**src/rtl/sd_spi_arbiter.sv**
```systemverilog
// sd_spi_arbiter: round-robin owner arbitration of the shared SD SPI command engine; watchdog enabled by SD_ARB_TIMEOUT_EN
module sd_spi_arbiter #(
  parameter int N_REQ = 3,
  parameter int CMD_W = 48,
  parameter int TIMEOUT = 4096
) (
  input  logic                   clk,
  input  logic                   rst,
  input  logic                   init_done,
  input  logic [N_REQ-1:0]       req,
  input  logic [N_REQ-1:0]       lock,
  input  logic [N_REQ*CMD_W-1:0] cmd,
  output logic [N_REQ-1:0]       gnt,
  output logic [N_REQ-1:0]       ack,
  output logic [7:0]             resp,
  output logic                   err,
  output logic                   eng_start,
  output logic [CMD_W-1:0]       eng_cmd,
  input  logic                   eng_done,
  input  logic [7:0]             eng_resp,
  output logic                   eng_abort,
  output logic                   cs_n
);
  localparam int IW = N_REQ > 1 ? $clog2(N_REQ) : 1;
  typedef enum logic [2:0] {IDLE, GRANT, ISSUE, WAIT, RESP, HOLD} state_t;
  state_t r_state, w_next;
  logic [IW-1:0] r_owner, r_rr, w_win;
  logic [N_REQ-1:0] w_elig;
  logic [7:0] r_resp;
  logic r_err;
  logic [CMD_W-1:0] r_cmd;
  logic w_expire;
  function automatic logic [IW-1:0] wrap(input int v);
    return IW'(v % N_REQ);
  endfunction
  assign w_elig = req & (init_done ? {N_REQ{1'b1}} : N_REQ'(1));
  always_comb begin
    w_win = '0;
    for (int j = N_REQ - 1; j >= 0; j--)
      if (w_elig[wrap(int'(r_rr) + j)]) w_win = wrap(int'(r_rr) + j);
  end
  always_comb begin
    w_next = r_state;
    case (r_state)
      IDLE:    w_next = |w_elig ? GRANT : IDLE;
      GRANT:   w_next = ISSUE;
      ISSUE:   w_next = WAIT;
      WAIT:    w_next = (eng_done || w_expire) ? RESP : WAIT;
      RESP:    w_next = (lock[r_owner] && !r_err) ? HOLD : IDLE;
      HOLD:    w_next = req[r_owner] ? ISSUE : !lock[r_owner] ? IDLE : HOLD;
      default: w_next = IDLE;
    endcase
  end
`ifdef SD_ARB_TIMEOUT_EN
  localparam int CW = $clog2(TIMEOUT);
  logic [CW-1:0] r_cnt;
  always_ff @(posedge clk)
    if (rst || r_state == ISSUE) r_cnt <= '0;
    else if (r_state == WAIT) r_cnt <= r_cnt + 1'b1;
  // a completion arriving on the expiry cycle takes precedence over the abort
  assign w_expire = r_state == WAIT && !eng_done && r_cnt == CW'(TIMEOUT - 1);
`else
  assign w_expire = 1'b0;
`endif
  always_ff @(posedge clk) begin
    if (rst) begin
      r_state <= IDLE;
      r_owner <= '0;
      r_rr    <= '0;
      r_resp  <= 8'hFF;
      r_err   <= 1'b0;
      r_cmd   <= '0;
    end else begin
      r_state <= w_next;
      if (r_state == IDLE && |w_elig) begin
        r_owner <= w_win;
        if (init_done) r_rr <= wrap(int'(w_win) + 1);
      end
      if (w_next == ISSUE) r_cmd <= cmd[r_owner*CMD_W +: CMD_W];
      if (r_state == WAIT && (eng_done || w_expire)) begin
        r_resp <= eng_done ? eng_resp : 8'hFF;
        r_err  <= !eng_done;
      end
    end
  end
  assign gnt       = r_state == IDLE ? '0 : N_REQ'(1) << r_owner;
  assign ack       = r_state == RESP ? N_REQ'(1) << r_owner : '0;
  assign cs_n      = r_state == IDLE;
  assign eng_start = r_state == ISSUE;
  assign eng_cmd   = r_cmd;
  assign eng_abort = w_expire;
  assign resp      = r_resp;
  assign err       = r_err;
endmodule

```
**config.mk**
```make
export PLATFORM = sky130hd
export DESIGN_NAME = sd_spi_arbiter
export DESIGN_NICKNAME = d
export VERILOG_FILES = /design/src/rtl/sd_spi_arbiter.sv
export SDC_FILE = /design/constraint.sdc
export NUM_CORES = 1
export LEC_CHECK = 0
export ABC_AREA = 0
export CAP_MARGIN = 10
export CORE_MARGIN = 2
export CORE_UTILIZATION = 34
export DETAILED_ROUTE_END_ITERATION = 8
export MAX_ROUTING_LAYER = met4
export PLACE_DENSITY = 0.84
export SETUP_SLACK_MARGIN = 0.15
export SYNTH_ARGS = -nofsm -noshare
export SYNTH_HDL_FRONTEND = slang
export SYNTH_SLANG_ARGS = --single-unit
export TNS_END_PERCENT = 5
```
**constraint.sdc**
```tcl
create_clock -name clk -period 1.65 [get_ports clk]
set_input_delay 0.165 -clock clk [delete_from_list [all_inputs] [get_ports clk]]
set_output_delay 0.165 -clock clk [all_outputs]
set_load 0.005 [all_outputs]
```
==> results of run 1 <==
==> power groups by stage <==
stage | Combinational [mW] | Sequential [mW] | Clock, mW
finish | 2.65 | 1.98 | 1.24
global placement | 2.22 | 1.93 | 0
floorplan | 1.14 | 1.94 | 0
global route | 2.84 | 2.00 | 1.33
detailed placement | 2.30 | 1.94 | 0
CTS | 2.60 | 1.97 | 1.26
==> state kept, by name, summed over array words and instances (netlist names) <==
register  cells
resp          8
r_state       3
err           1
eng_cmd      48
r_owner       2
r_rr          2
==> timing repair <==
action                                  4_1_cts  5_1_grt
hold endpoints to repair                      0        0
resized for setup                           104       26
setup buffers                                10        3
pin swaps                                    37       22
endpoints found under the setup margin       63       65
==> metal layers <==
metal	wire, um	share of wire	vias to the layer above
met1	5069	0.37	1994
met2	7108	0.52	200
met5	0	0	-
met3	1177	0.087	18
met4	195	0.014	0
li1	-	-	2025
==> critical path, cell delays in order, from the launching register on <==
cell       delay (ps)
dfxtp_4           360
inv_4              40
ha_4              300
nor2b_4           160
a2bb2oi_2         170
o2111ai_2         150
ha_2              300
mux2i_1           140
nor2_1             50
==> worst paths after layout <==
kind / cells past startpoint / slack [ps] / end / startpoint
setup / recovery: 8 / -150 / r_rr[0]$_SDFFE_PP0P_ / r_rr[0]$_SDFFE_PP0P_
hold / removal: 2 / 330 / r_rr[0]$_SDFFE_PP0P_ / rst
setup reg to reg: 8 / -150 / r_rr[0]$_SDFFE_PP0P_ / r_rr[0]$_SDFFE_PP0P_
hold reg to reg: 2 / 470 / resp[0]$_SDFFE_PP1P_ / resp[0]$_SDFFE_PP1P_
==> layout make-up <==
class	count	area, um^2	share of cell area
Timing Repair Buffer	267	2673	0.3886
Multi-Input combinational cell	330	2535	0.3686
Clock inverter	6	43.79	0.006367
Inverter	5	21.27	0.003093
Sequential cell	64	1297	0.1886
Clock buffer	10	137.6	0.02001
Tap cell	136	170.2	0.02474
==> metrics by stage <==
| stage | setup TNS, ps | hold slack, ps | power (mW) | cell area, um^2 |
|---|---|---|---|---|
| floorplan | 0 | 289.0 | 3.086 | 3684 |
| global placement | -5148 | 447.6 | 4.157 | 6212 |
| detailed placement | -8837 | 461.2 | 4.248 | 6212 |
| CTS | -318.4 | 309.7 | 5.827 | 6798 |
| global route | -2456 | 347.8 | 6.176 | 6878 |
| finish | -513.1 | 325.7 | 5.871 | 6878 |
==> placed cells by master (no fill, tap or decap), drive strengths merged, types with 9 or more instances in the layout <==
master / n
mux2i: 51
nand2: 20
clkdlybuf4s50: 216
buf: 46
a211oi: 48
a21oi: 52
nand3b: 9
clkbuf: 11
nor2: 107
dfxtp: 64
==> cells by family after synthesis <==
logic type	count (synthesis)	synth area share
AO/OA/AOI/OAI	118	0.2486
adder cells (fa/ha/maj)	4	0.01366
buffers and inverters	43	0.06114
flip-flops	64	0.3497
multiplexers	52	0.1434
other	1	0.001024
AND/OR/NAND/NOR	155	0.1824
==> flow_summary_export.csv, run 1 <==
group,metric,value,unit
outcome,run_status,"finished with violations",
outcome,violations,"negative setup slack",
sta,relSlewSlack,0.5987,
setup_path,timing_worst_setup_path_type,"reg2reg",
setup_path,start_kind,"flip-flop",
detailed_routing,route.vias.total,4237,
yosys,synth.cell_area,3664,um^2
clock_tree,h_tree_depth_reported_by_cts,3,
place,gp_congestion,0.9093,
clock_tree,cts-root-to-sink-buffers,2,
layout,drive_above_1_share,0.2331,
power,peakVddDrop,0.0004531,V
layout,diodes,0,
place,dp.cells,789,
sta,rsz_0062_raised_after_global_routing,"true",
run,cap_violations,0,
global_routing,overflow,0,
worst_hold_path,timing.hold.worst.class,"in2reg",
place,dp.final_hpwl,9612,um
die,start_util,0.3517,
die,core_ar,10420,um^2
sta,worst_pin_slew,602.0,ps
global_routing,gr-max-usage-layer,"met2",
detailed_routing,drtAntennaViolNets,0,
yosys,syn_nets,603,
clock_tree,clkTransAtPathRegs,80,ps
sta,report.final.slew_viol_count,0,
sta,timing.clock.skew,13.91,ps
power,power.leakage,2.564,nW
yosys,synth_enable_flop_cells,0,
yosys,synth.avg_cell_area,8.383,um^2
global_routing,grt_start_max_net_pins,46,
setup_path,worst_setup_ep_type,"flip-flop",
detailed_routing,via_per_inst,5.180,
place,dp_worst_setup_slack,-332.3,ps
global_routing,globalRouteTotalUtil,0.2258,
yosys,seq_total_area_yosys,0.3497,
global_routing,grt_first_pass_wirelength,20200,um
global_routing,gr-usage-met3,0.05811,
yosys,yosysWarningCount,0,
power,power_frac_clock,0.212,
detailed_routing,drt_iter0_markers,140,
place,io_buffers,226,
die,dieWidth,107.8,um
clock_tree,hold_bufs_at_cts,0,
clock_tree,root_buffer,"clkbuf_8",
clock_tree,cts_tree,"done",
layout,final_nets,843,
layout,area_growth,87.74,%
global_routing,grt.met2_usage,0.4133,
sta,report.final.setup_viol,11,
yosys,synth.lib_cells_used.distinct,39,
yosys,synthFlopType,"dfxtp_1",
die,rows,37,
yosys,postSynth.asyncResetShare,0,
yosys,top_post_synthesis_cells_by_count,"nor2_1 (107), dfxtp_1 (64), a21oi_1 (52), mux2i_1 (51), a211oi_2 (29)",
die,fp.dieH,107.8,um
detailed_routing,drt_pre_antenna_iters,4,
layout,finalNonFillerCells,818,
yosys,synth_top_cell_by_area,"dfxtp_1",
clock_tree,cts_num_sinks,64,
clock_tree,clk_latency,340,ps
clock_tree,cts_inserted_buffers,9,
global_routing,number_of_global_route_vias_before_repair,4274,
yosys,netlist.area_leader.share,0.3497,
global_routing,met1_usage,0.2368,
detailed_routing,postRouteWirelength,13550,um
sta,fmaxAchievable,556.4,MHz
sta,finalWorstPathRequiredPeriod,1797,ps
setup_path,cp_data_required_time,1860,ps
yosys,yosys.cell_count.top_type,"nor2_1",
power,power_density,853.6,nW/um^2
yosys,netlist_top_cells_area,"dfxtp_1 (35%), mux2i_1 (14%), nor2_1 (11%)",
die,die_area,11620,um^2
setup_path,worst-path-max-fanout,5,
die,boundaryPins,228,
power,switchingPower,2.008,mW
power,int_power,3.863,mW
layout,utilization,0.6603,
sta,hold_viol,0,
detailed_routing,drc,0,
detailed_routing,post_drt_wl_per_cell,16.57,um
layout,nFillCells,830,
global_routing,initial_antenna_violation_count,0,
sta,min_period_over_period,1.089,
power,portion_of_total_power_attributed_to_combinational_logic,0.451,
power,power.share.switching,0.3420,
setup_path,critPathArrivalTime,2010,ps
power,share_seq_of_total_power,0.337,
yosys,gate_count_of_the_mapped_netlist,437,
sta,setup_ws,-147.3,ps
yosys,ys_seq_elements,64,
Power figures use the tool's default switching activity.
==> run 2, diff against run 1 <==
CORE_MARGIN = 1.5   (was 2)
==> flow_summary_export.csv, run 2 (synthesized netlist as in run 1, its figures left out) <==
group,metric,value,unit
die,core_ar,10370,um^2
clock_tree,clkTransAtPathRegs,70,ps
sta,min_period_over_period,1.091,
global_routing,grt_first_pass_wirelength,20260,um
clock_tree,h_tree_depth_reported_by_cts,3,
clock_tree,hold_bufs_at_cts,0,
layout,nFillCells,809,
sta,report.final.slew_viol_count,0,
setup_path,worst_setup_ep_type,"flip-flop",
setup_path,worst-path-max-fanout,5,
global_routing,overflow,0,
global_routing,grt.met2_usage,0.4277,
outcome,run_status,"finished with violations",
die,start_util,0.3533,
die,rows,37,
global_routing,met1_usage,0.2340,
clock_tree,clk_latency,340,ps
place,dp.final_hpwl,9531,um
sta,report.final.setup_viol,3,
setup_path,cp_data_required_time,1860,ps
place,io_buffers,226,
sta,finalWorstPathRequiredPeriod,1801,ps
global_routing,grt_start_max_net_pins,44,
clock_tree,cts_inserted_buffers,9,
sta,hold_viol,0,
layout,drive_above_1_share,0.2311,
detailed_routing,drt_iter0_markers,163,
setup_path,timing_worst_setup_path_type,"reg2reg",
global_routing,initial_antenna_violation_count,0,
sta,timing.clock.skew,8.858,ps
layout,largest_reg_flops,48,
layout,layout_common_cells,"clkdlybuf4s50_1 (217), nor2_1 (68), dfxtp_1 (58), a21oi_1 (51), mux2i_1 (51)",
clock_tree,cts-root-to-sink-buffers,2,
detailed_routing,post_drt_wl_per_cell,16.15,um
power,switchingPower,1.925,mW
die,dieWidth,106.8,um
sta,hold-worst-slack,274.4,ps
detailed_routing,drtAntennaViolNets,0,
sta,fmaxAchievable,555.3,MHz
layout,most_common_cell_after_layout_fill_and_taps_aside,"clkdlybuf4s50_1",
layout,area_growth,85.69,%
layout,utilization,0.6560,
power,power.leakage,2.520,nW
power,int_power,4.049,mW
place,gp_congestion,0.8372,
power,portion_of_total_power_attributed_to_combinational_logic,0.441,
detailed_routing,postRouteWirelength,13090,um
setup_path,r2r_setup_slk,-150,ps
setup_path,start_kind,"flip-flop",
layout,diodes,0,
worst_hold_path,timing.hold.worst.class,"in2reg",
clock_tree,cts_num_sinks,64,
power,power_frac_clock,0.230,
power,power_density,878.2,nW/um^2
power,power.share.switching,0.3222,
global_routing,globalRouteTotalUtil,0.2307,
sta,rsz_0062_raised_after_global_routing,"true",
global_routing,gr-max-usage-layer,"met2",
global_routing,gr-usage-met3,0.06140,
detailed_routing,drc,0,
run,cap_violations,0,
detailed_routing,via_per_inst,5.148,
global_routing,number_of_global_route_vias_before_repair,4322,
sta,setup_ws,-150.8,ps
outcome,violations,"negative setup slack",
power,share_seq_of_total_power,0.329,
detailed_routing,route.vias.total,4175,
clock_tree,root_buffer,"clkbuf_8",
clock_tree,cts_tree,"done",
die,boundaryPins,228,
detailed_routing,drt_pre_antenna_iters,4,
die,die_area,11410,um^2
setup_path,critPathArrivalTime,2010,ps
die,fp.dieH,106.8,um
power,peakVddDrop,0.0005004,V
layout,final_nets,836,
## run 2: cell type report
class	count	area (um^2)	share of cell area
Sequential cell	64	1294	0.1902
Multi-Input combinational cell	330	2530	0.3719
Clock buffer	13	158.9	0.02336
Tap cell	136	170.2	0.02501
Inverter	5	18.77	0.002759
Timing Repair Buffer	260	2591	0.3809
Clock inverter	3	40.04	0.005886
## run 2: what timing repair did
item,CTS,global route
gates resized for setup,108,22
endpoints found under the setup margin,62,63
pin swaps,45,17
setup buffers,6,0
## run 2: stage by stage
| stage | instance area (um^2) | TNS, ps | total power, mW | cells | setup WS, ps |
|---|---|---|---|---|---|
| global placement | 6212 | -4596 | 4.176 | 789 | -223.9 |
| floorplan | 3684 | 0 | 3.086 | 437 | 23.10 |
| detailed placement | 6212 | -7891 | 4.260 | 789 | -327.9 |
| CTS | 6746 | -197.0 | 5.974 | 811 | -150.7 |
| finish | 6803 | -203.7 | 5.974 | 811 | -150.8 |
| global route | 6803 | -984.2 | 6.311 | 811 | -187.1 |
## run 2: final timing paths
path,from,end,cells after the start
worst max register to register,r_rr[0]$_SDFFE_PP0P_,r_rr[0]$_SDFFE_PP0P_,9
worst min-delay path,rst,r_rr[0]$_SDFFE_PP0P_,2
worst min register to register,resp[7]$_SDFFE_PP1P_,resp[7]$_SDFFE_PP1P_,2
worst max-delay path,r_rr[0]$_SDFFE_PP0P_,r_rr[0]$_SDFFE_PP0P_,9
## run 2: worst max-delay path: stages (launching register included)
cell and delay (ps):
dfxtp_2 350, inv_2 50, ha_4 230, o21ai_1 170, o2111a_1 230, o221ai_2 110
nand2_1 80, ha_1 230, mux2i_1 150, nor2_1 50
## run 2: routing by layer
layer / part of all wire / up-vias
met5: 0 / -
met4: 0.021 / 0
met3: 0.085 / 27
met2: 0.52 / 199
met1: 0.38 / 1951
li1: - / 1998
## run 2: power by group through the flow
stage | Sequential [mW] | Clock [mW] | Combinational [mW]
5_1_grt | 1.99 | 1.48 | 2.84
3_3_place_gp | 1.93 | 0 | 2.24
2_1_floorplan | 1.94 | 0 | 1.14
6_report | 1.96 | 1.37 | 2.64
3_5_place_dp | 1.94 | 0 | 2.32
4_1_cts | 1.95 | 1.43 | 2.59
